File: src/rtl/controlador_memoria_if.sv
// Request, response and memory-side signals of the memory request sequencer.
// The slave view belongs to the sequencer; the master view belongs to its environment.
interface controlador_memoria_if #(
   parameter int ANCHO_DIR  = 5,
   parameter int ANCHO_DATO = 32
);
   logic                  sol_valido;
   logic                  sol_listo;
   logic                  sol_escribe;
   logic [ANCHO_DIR-1:0]  sol_dir;
   logic [ANCHO_DATO-1:0] sol_dato;
   logic [ANCHO_DIR-1:0]  Direccion;
   logic [ANCHO_DATO-1:0] Dato;
   logic                  WE;
   logic [ANCHO_DATO-1:0] Q4;
   logic                  resp_valido;
   logic [ANCHO_DATO-1:0] resp_dato;
   logic [ANCHO_DIR-1:0]  resp_dir;
   logic                  resp_listo;
   logic                  ocupado;

   modport slave (
      input  sol_valido, sol_escribe, sol_dir, sol_dato, Q4, resp_listo,
      output sol_listo, Direccion, Dato, WE, resp_valido, resp_dato, resp_dir, ocupado
   );

   modport master (
      output sol_valido, sol_escribe, sol_dir, sol_dato, Q4, resp_listo,
      input  sol_listo, Direccion, Dato, WE, resp_valido, resp_dato, resp_dir, ocupado
   );
endinterface

File: src/rtl/controlador_memoria.sv
// In-order request sequencer in front of the 32x32 register memory: queues read/write
// requests, issues one per cycle to the memory and returns read data over valid/ready.
module controlador_memoria #(
   parameter int PROF       = 4,
   parameter int ANCHO_DIR  = 5,
   parameter int ANCHO_DATO = 32
) (
   input logic                 clk,
   input logic                 rst,
   controlador_memoria_if.slave bus
);
   localparam int AP = (PROF > 1) ? $clog2(PROF) : 1;

   typedef struct packed {
      logic                  escribe;
      logic [ANCHO_DIR-1:0]  dir;
      logic [ANCHO_DATO-1:0] dato;
   } entrada_t;

   typedef enum logic [1:0] {INACTIVO, EMITIR, RESPUESTA} estado_t;

   estado_t               estado;
   entrada_t              fifo [PROF];
   entrada_t              cabeza;
   logic [AP-1:0]         pw, pr;
   logic [AP:0]           count, count_sig;
   logic                  lleno, push, pop;
   logic [ANCHO_DIR-1:0]  dir_q;
   logic                  resp_valido_q;
   logic [ANCHO_DATO-1:0] resp_dato_q;
   logic [ANCHO_DIR-1:0]  resp_dir_q;

   assign cabeza    = fifo[pr];
   assign lleno     = (count == (AP+1)'(PROF));
   assign push      = bus.sol_valido && !lleno;
   assign pop       = (estado == EMITIR);
   assign count_sig = count + (AP+1)'(push) - (AP+1)'(pop);

   assign bus.sol_listo   = !lleno;
   // Outside EMITIR the address bus keeps the last issued address.
   assign bus.Direccion   = (estado == EMITIR) ? cabeza.dir : dir_q;
   assign bus.Dato        = (estado == EMITIR && cabeza.escribe) ? cabeza.dato : '0;
   assign bus.WE          = (estado == EMITIR) && cabeza.escribe && !rst;
   assign bus.ocupado     = (estado != INACTIVO) || (count != '0);
   assign bus.resp_valido = resp_valido_q;
   assign bus.resp_dato   = resp_dato_q;
   assign bus.resp_dir    = resp_dir_q;

   always_ff @(posedge clk) begin
      if (push) fifo[pw] <= '{escribe: bus.sol_escribe, dir: bus.sol_dir, dato: bus.sol_dato};
   end

   always_ff @(posedge clk) begin
      if (rst) begin
         estado        <= INACTIVO;
         pw            <= '0;
         pr            <= '0;
         count         <= '0;
         dir_q         <= '0;
         resp_valido_q <= 1'b0;
         resp_dato_q   <= '0;
         resp_dir_q    <= '0;
      end else begin
         count <= count_sig;
         if (push) pw <= pw + AP'(1);
         if (pop)  pr <= pr + AP'(1);
         case (estado)
            INACTIVO:
               if (count_sig != '0) estado <= EMITIR;
            EMITIR: begin
               dir_q <= cabeza.dir;
               if (cabeza.escribe) begin
                  estado <= (count_sig != '0) ? EMITIR : INACTIVO;
               end else begin
                  resp_dato_q   <= bus.Q4;
                  resp_dir_q    <= cabeza.dir;
                  resp_valido_q <= 1'b1;
                  estado        <= RESPUESTA;
               end
            end
            RESPUESTA:
               // Requests keep queueing here; the response is held until taken.
               if (bus.resp_listo) begin
                  resp_valido_q <= 1'b0;
                  estado        <= (count_sig != '0) ? EMITIR : INACTIVO;
               end
            default:
               estado <= INACTIVO;
         endcase
      end
   end
endmodule
File: src/flat_wrapper.sv
// flat-port wrapper written by rule: the top's interface ports become plain ports
module controlador_memoria_flat 
#(
   parameter int PROF       = 4,
   parameter int ANCHO_DIR  = 5,
   parameter int ANCHO_DATO = 32
)
  (clk, rst, bus_sol_valido, bus_sol_escribe, bus_sol_dir, bus_sol_dato, bus_Q4, bus_resp_listo, bus_sol_listo, bus_Direccion, bus_Dato, bus_WE, bus_resp_valido, bus_resp_dato, bus_resp_dir, bus_ocupado);
  controlador_memoria_if #(.ANCHO_DIR(ANCHO_DIR), .ANCHO_DATO(ANCHO_DATO)) bus_i ();
  input logic clk;
  input logic rst;
  input wire logic [$bits(bus_i.sol_valido)-1:0] bus_sol_valido;
  input wire logic [$bits(bus_i.sol_escribe)-1:0] bus_sol_escribe;
  input wire logic [$bits(bus_i.sol_dir)-1:0] bus_sol_dir;
  input wire logic [$bits(bus_i.sol_dato)-1:0] bus_sol_dato;
  input wire logic [$bits(bus_i.Q4)-1:0] bus_Q4;
  input wire logic [$bits(bus_i.resp_listo)-1:0] bus_resp_listo;
  output wire logic [$bits(bus_i.sol_listo)-1:0] bus_sol_listo;
  output wire logic [$bits(bus_i.Direccion)-1:0] bus_Direccion;
  output wire logic [$bits(bus_i.Dato)-1:0] bus_Dato;
  output wire logic [$bits(bus_i.WE)-1:0] bus_WE;
  output wire logic [$bits(bus_i.resp_valido)-1:0] bus_resp_valido;
  output wire logic [$bits(bus_i.resp_dato)-1:0] bus_resp_dato;
  output wire logic [$bits(bus_i.resp_dir)-1:0] bus_resp_dir;
  output wire logic [$bits(bus_i.ocupado)-1:0] bus_ocupado;
  assign bus_i.sol_valido = bus_sol_valido;
  assign bus_i.sol_escribe = bus_sol_escribe;
  assign bus_i.sol_dir = bus_sol_dir;
  assign bus_i.sol_dato = bus_sol_dato;
  assign bus_i.Q4 = bus_Q4;
  assign bus_i.resp_listo = bus_resp_listo;
  assign bus_sol_listo = bus_i.sol_listo;
  assign bus_Direccion = bus_i.Direccion;
  assign bus_Dato = bus_i.Dato;
  assign bus_WE = bus_i.WE;
  assign bus_resp_valido = bus_i.resp_valido;
  assign bus_resp_dato = bus_i.resp_dato;
  assign bus_resp_dir = bus_i.resp_dir;
  assign bus_ocupado = bus_i.ocupado;
  controlador_memoria #(.PROF(PROF), .ANCHO_DIR(ANCHO_DIR), .ANCHO_DATO(ANCHO_DATO)) u_core (.clk(clk), .rst(rst), .bus(bus_i));
endmodule
File: config.mk
export PLATFORM = sky130hd
export DESIGN_NAME = controlador_memoria_flat
export DESIGN_NICKNAME = d
export VERILOG_FILES = /design/src/rtl/controlador_memoria_if.sv /design/src/rtl/controlador_memoria.sv /design/src/flat_wrapper.sv
export SDC_FILE = /design/constraint.sdc
export NUM_CORES = 1
export LEC_CHECK = 0
export CELL_PAD_IN_SITES_DETAIL_PLACEMENT = 1
export CELL_PAD_IN_SITES_GLOBAL_PLACEMENT = 2
export CORE_ASPECT_RATIO = 0.7
export CORE_MARGIN = 2
export CORE_UTILIZATION = 40
export DETAILED_ROUTE_END_ITERATION = 7
export PLACE_DENSITY = 0.85
export SLEW_MARGIN = 20
export SYNTH_ARGS = -nofsm -noshare
export SYNTH_HDL_FRONTEND = slang
export SYNTH_SLANG_ARGS = --single-unit
File: constraint.sdc
create_clock -name clk -period 7 [get_ports clk]
set_input_delay 1.05 -clock clk [delete_from_list [all_inputs] [get_ports clk]]
set_output_delay 1.05 -clock clk [all_outputs]
set_load 0.05 [all_outputs]
; Word level (Yosys, flattened, before mapping)
; Memory sizes are Yosys's and may differ from the RTL's. A register that Yosys moved wholly into a read port is not among the register bits.
; Index checks and enable logic that the tools add are counted.
[word_totals]
reg_bits = 52
ramBits = 152
input_bits = 74
out_inout_bits = 78
elab_cells = 48
n_memories = 1
[classes]
addsub = 4
n_eq_ne = 6
mux = 14
n_bitwise = 1
reduce_logical = 14
[memory_table]
columns = name, depth, word_bits, rd, rd_ports_with_merged_regs, write_ports, line
row1 = u_core.fifo, 4, 38, 1, 1, 1, controlador_memoria.sv:23  ; entrada_t fifo [PROF];
[ops]
columns = op, n
row1 = 2-to-1 mux 32 bit, 1
row2 = 2-to-1 mux 2 bit, 5
row3 = one-hot mux 2 bit (3 select lines), 1
row4 = nonzero test 3 bit, 2
row5 = 2-to-1 mux 1 bit, 5
row6 = 2-to-1 mux 5 bit, 1
row7 = adder 2 x 1 -> 2 bit (second input constant), 2
row8 = != test 2 bit (second input constant), 2
row9 = AND reduction 2 bit, 2
row10 = nonzero test 2 bit, 2
row11 = adder 3 x 1 -> 3 bit, 1
row12 = == test 3 bit (second input constant), 1
row13 = logical AND 1 bit, 3
row14 = AND reduction 3 bit, 1
row15 = subtractor 3 x 1 -> 3 bit, 1
row16 = == test 2 x 1 -> 1 bit (second input constant), 1
row17 = == test 2 bit (second input constant), 1
row18 = logical NOT 1 bit, 2
row19 = logical NOT 2 bit, 1
row20 = != test 2 x 1 -> 1 bit (second input constant), 1
row21 = one-hot mux 1 bit (2 select lines), 1
row22 = logical OR 1 bit, 1
row23 = inverter 1 bit, 1

; Longest topological paths before layout
[depth]
depth_word = 9
ltp_mapped = 10
depth_no_buf = 7

; Worst setup path after synthesis
; No wires, ideal clock.
[synth_path]
path_type = input-to-output
from = input rst
to = output bus_WE
arrival_time_ns = 2.100
required_ns = 5.950
path_slack_ns = 3.850
stages = 3
n_path_buf = 2
cell_sequence = clkbuf_1 clkbuf_1 nor2_1
[synth_between]
elab_chain_cells = 2
[synth_lines]
columns = item, line
row1 = from (decl), flat_wrapper.sv:11  ; input logic rst;
row2 = logical NOT 1 bit, controlador_memoria.sv:43  ; assign bus.WE = (estado == EMITIR) && cabeza.escribe && !rst;
row3 = logical AND 1 bit, controlador_memoria.sv:43
row4 = to (decl), flat_wrapper.sv:21  ; output wire logic [$bits(bus_i.WE)-1:0] bus_WE;
; Every way passes these cells.

==> impl_metrics.py <==
metrics = {
    "pwr": {
        "power-per-cell-area_nw_per_um2": 408.6,
        "ir_drop_mv": 0.1836,
        "power.leakage_nw": 3.478,
        "p_comb_share_pct": 34.7,
        "power_switching_mw": 1.439,
        "power_frac_seq_pct": 39.5,
        "power_frac_clock_pct": 25.9,
        "intPower_mw": 2.735,
        "netSwitchingFraction_pct": 34.47,
    },
    "die": {
        "start_util_pct": 40.98,
        "std_cell_rows": 42,
        "core_sq_um": 19020,
        "die_area_sq_um": 20640,
        "fp.dieH_um": 120.8,
        "fp.dieW_um": 170.9,
        "ios": 152,
    },
    "clock_tree": {
        "clk_pin_slew_ns": 0.06,
        "cts_made_buffers": 21,
        "cts_buffer_depth": 3,
        "numClockSinks": 206,
        "cts_tree": "done",
        "insertion_delay_ns": 0.49,
        "cts_max_level": 1,
        "cts.repair.resized": 0,
        "root_buffer": "clkbuf_16",
        "post_cts_buffers": 0,
        "ctsHoldBuffers": 0,
    },
    "critical_path": {
        "path_depth": 4,
        "critical_path.endpoint": "bus_Dato[11]",
        "r2r_slack_ns": 4.18,
        "cp_cell_sequence": "mux2_2 > mux2_2 > and3_1 > clkdlybuf4s50_1",
        "critical_path_class": "flop to primary output",
        "slowest_delay_ns": 0.83,
        "worst_path_most_repeated_cell": "mux2_2",
        "crit_fanout": 39,
        "worst-path-buf-inv": 1,
        "slowest_stage": "clkdlybuf4s50_1",
        "cp-start-kind": "flop",
        "cp.required_ns": 5.95,
        "r2r_cells": 5,
        "worstPathArrival_ns": 3.29,
        "cp-end-kind": "primary output",
        "reg2reg_to": "u_core.bus.resp_dato[19]",
        "cp_top_family": "multiplexers",
    },
    "synth": {
        "syn_inst": 441,
        "synth-main-ff-cell": "edfxtp_1",
        "synth_top_area_share_pct": 58.55,
        "postSynth.asyncResetShare_pct": 0,
        "syn_avg_cell_area_sq_um": 17.68,
        "synth_area_leaders": "edfxtp_1, dfxtp_1, mux4_2, mux2i_1, and3_1",
        "synth_edf_count": 152,
        "yosysUniqueCellTypes": 30,
        "ys_seq_area_share_pct": 72.41,
        "ys.warnings.count": 0,
        "synth_area_leader_cell": "edfxtp_1",
        "syn_nets": 521,
        "syn_area_sq_um": 7796,
        "synth_seq_cells": 206,
    },
    "run": {
        "drv_cap": 0,
    },
    "hold_path": {
        "hp-class": "flop to flop",
        "hold_depth": 2,
    },
    "route": {
        "drtPass1Iterations": 4,
        "routed_wl_um": 16900,
        "drtIter0Drc": 226,
        "wire_per_inst_um": 19.45,
        "vias": 4306,
        "viasPerCell": 4.955,
        "postRouteAntennaNets": 0,
        "drc": 0,
    },
    "placed_design": {
        "port_buffers": 151,
        "gp_congestion": 0.7045,
        "dp_hpwl_um": 10680,
    },
    "grt": {
        "track_usage_pct": 16.72,
        "grt_max_degree": 55,
        "grt_overflow_total": 0,
        "grt_first_pass_wirelength_um": 26460,
        "antenna_found_initial": 1,
        "grt_pass1_vias": 4785,
    },
    "timing": {
        "holdWs_ns": 0.4970,
        "max_freq_mhz": 230.6,
        "relSlewSlack_pct": 27.41,
        "final-hold-violation-count": 0,
        "fin_crit_sh_pct": 61.96,
        "rsz0062_at_grt": "no",
        "finalCriticalPeriod_ns": 4.337,
        "finClkSkew_ns": 0.01281,
        "slew_viol_final": 0,
        "tns_ns": 0,
        "worst_slew_pin_slew_ns": 1.089,
        "setup_violations": 0,
    },
    "finish": {
        "drive_above_1_share_pct": 14.38,
        "area.growth.synth_to_final_pct": 31.02,
        "fill_cells": 1819,
        "fin_util_pct": 53.70,
        "antenna_cells": 0,
        "final_nets": 670,
    },
    "outcome": {
        "status": "complete, no violations",
    },
}
==> routing by layer <==
layer  global-route usage [%]  vias to the layer above  wire length, um  share of wire [%]
met4                    3.390                        2              181                1.1
li1                         -                     1978                -                  -
met3                    3.502                       19              990                5.9
met1                    22.52                     2190             7474                 44
met5                        0                        -               11              0.065
met2                    28.29                      117             8245                 49
==> power groups by stage <==
| stage | Sequential, mW | Combinational [mW] | Clock [mW] |
|---|---|---|---|
| after floorplan | 1.75 | 0.921 | 0 |
| after global placement | 1.66 | 1.43 | 0 |
| after detailed placement | 1.68 | 1.46 | 0 |
| after CTS | 1.66 | 1.47 | 1.11 |
| after global routing | 1.68 | 1.54 | 1.16 |
| final | 1.65 | 1.45 | 1.08 |
==> synthesized netlist by cell type (5+ instances only) <==
| cell | n |
|---|---|
| nor2b_1 | 8 |
| mux2i_1 | 38 |
| clkbuf_1 | 15 |
| edfxtp_1 | 152 |
| ha_1 | 5 |
| and3_1 | 32 |
| mux4_2 | 37 |
| inv_1 | 6 |
| mux2_2 | 8 |
| dfxtp_1 | 54 |
| buf_4 | 6 |
| nor2_1 | 48 |
==> logic make-up (layout without fill, tap and decap cells) <==
logic type / after synthesis / count (layout) / synth area share [%]
compound gates: 7 / 7 / 0.6259
xor+xnor: 6 / 6 / 0.6740
fa+ha+maj: 6 / 6 / 1.059
buf+inv: 32 / 196 / 2.054
flops: 206 / 206 / 72.41
mux: 83 / 83 / 16.72
simple gates: 101 / 101 / 6.451
==> layout make-up <==
type	instances	area [sq um]	area share, %
Clock buffer	31	613.1	6.002
Clock inverter	7	68.82	0.6737
Inverter	6	22.52	0.2205
Multi-Input combinational cell	203	2013	19.71
Sequential cell	206	5653	55.34
Tap cell	264	330.3	3.234
Timing Repair Buffer	152	1514	14.82
==> stage by stage <==
stage	total power [mW]	instance area [sq um]	instances	setup WS (ns)
finish	4.174	10210	869	2.663
global route	4.376	10210	869	2.441
CTS	4.236	10210	869	2.200
detailed placement	3.143	9528	831	2.769
global placement	3.094	9528	831	2.820
floorplan	2.669	7796	441	3.850
==> worst min-delay path by stage <==
stage	to	start
4_1_cts	u_core.bus.resp_dir[0]	u_core.bus.resp_dir[0]
2_1_floorplan	flop	u_core.pr[1]
3_3_place_gp	u_core.bus.resp_valido	u_core.bus.resp_valido
3_5_place_dp	u_core.bus.resp_dato[8]	u_core.bus.resp_dato[8]
6_report	u_core.bus.resp_dir[0]	u_core.bus.resp_dir[0]
5_1_grt	u_core.bus.resp_dato[12]	u_core.bus.resp_dato[12]
==> flip-flops by register name, summed over array words and instances, names as in the netlist, named ones only <==
register	count
u_core.estado	2
u_core.count	3
u_core.bus.resp_dir	5
u_core.dir_q	5
u_core.bus.resp_dato	32
u_core.pw	2
u_core.bus.resp_valido	1
u_core.fifo	152
u_core.pr	2
==> worst min-delay path: stages (launching register included) <==
cell     delay, ns
dfxtp_1       0.33
mux2i_1       0.07
nor2_1        0.07
==> cell usage in the layout (no fill, tap or decap), types with 2 or more instances in the layout <==
cell type | netlist | layout
mux2_2 | 8 | 8
nand2_1 | 4 | 4
nor2b_1 | 8 | 7
inv_1 | 6 | 6
clkbuf_1 | 15 | 5
clkinv_2 | 0 | 2
nor2_1 | 48 | 48
dfxtp_1 | 54 | 52
dfxtp_4 | 0 | 2
and2_4 | 0 | 2
mux2i_1 | 38 | 38
a21oi_1 | 3 | 3
clkdlybuf4s50_1 | 0 | 150
and2_2 | 0 | 2
ha_1 | 5 | 5
xnor2_1 | 4 | 4
edfxtp_1 | 152 | 152
mux4_2 | 37 | 37
clkbuf_16 | 0 | 21
xor2_1 | 2 | 2
and3_1 | 32 | 32
clkbuf_8 | 0 | 5
Power figures use the tool's default switching activity.
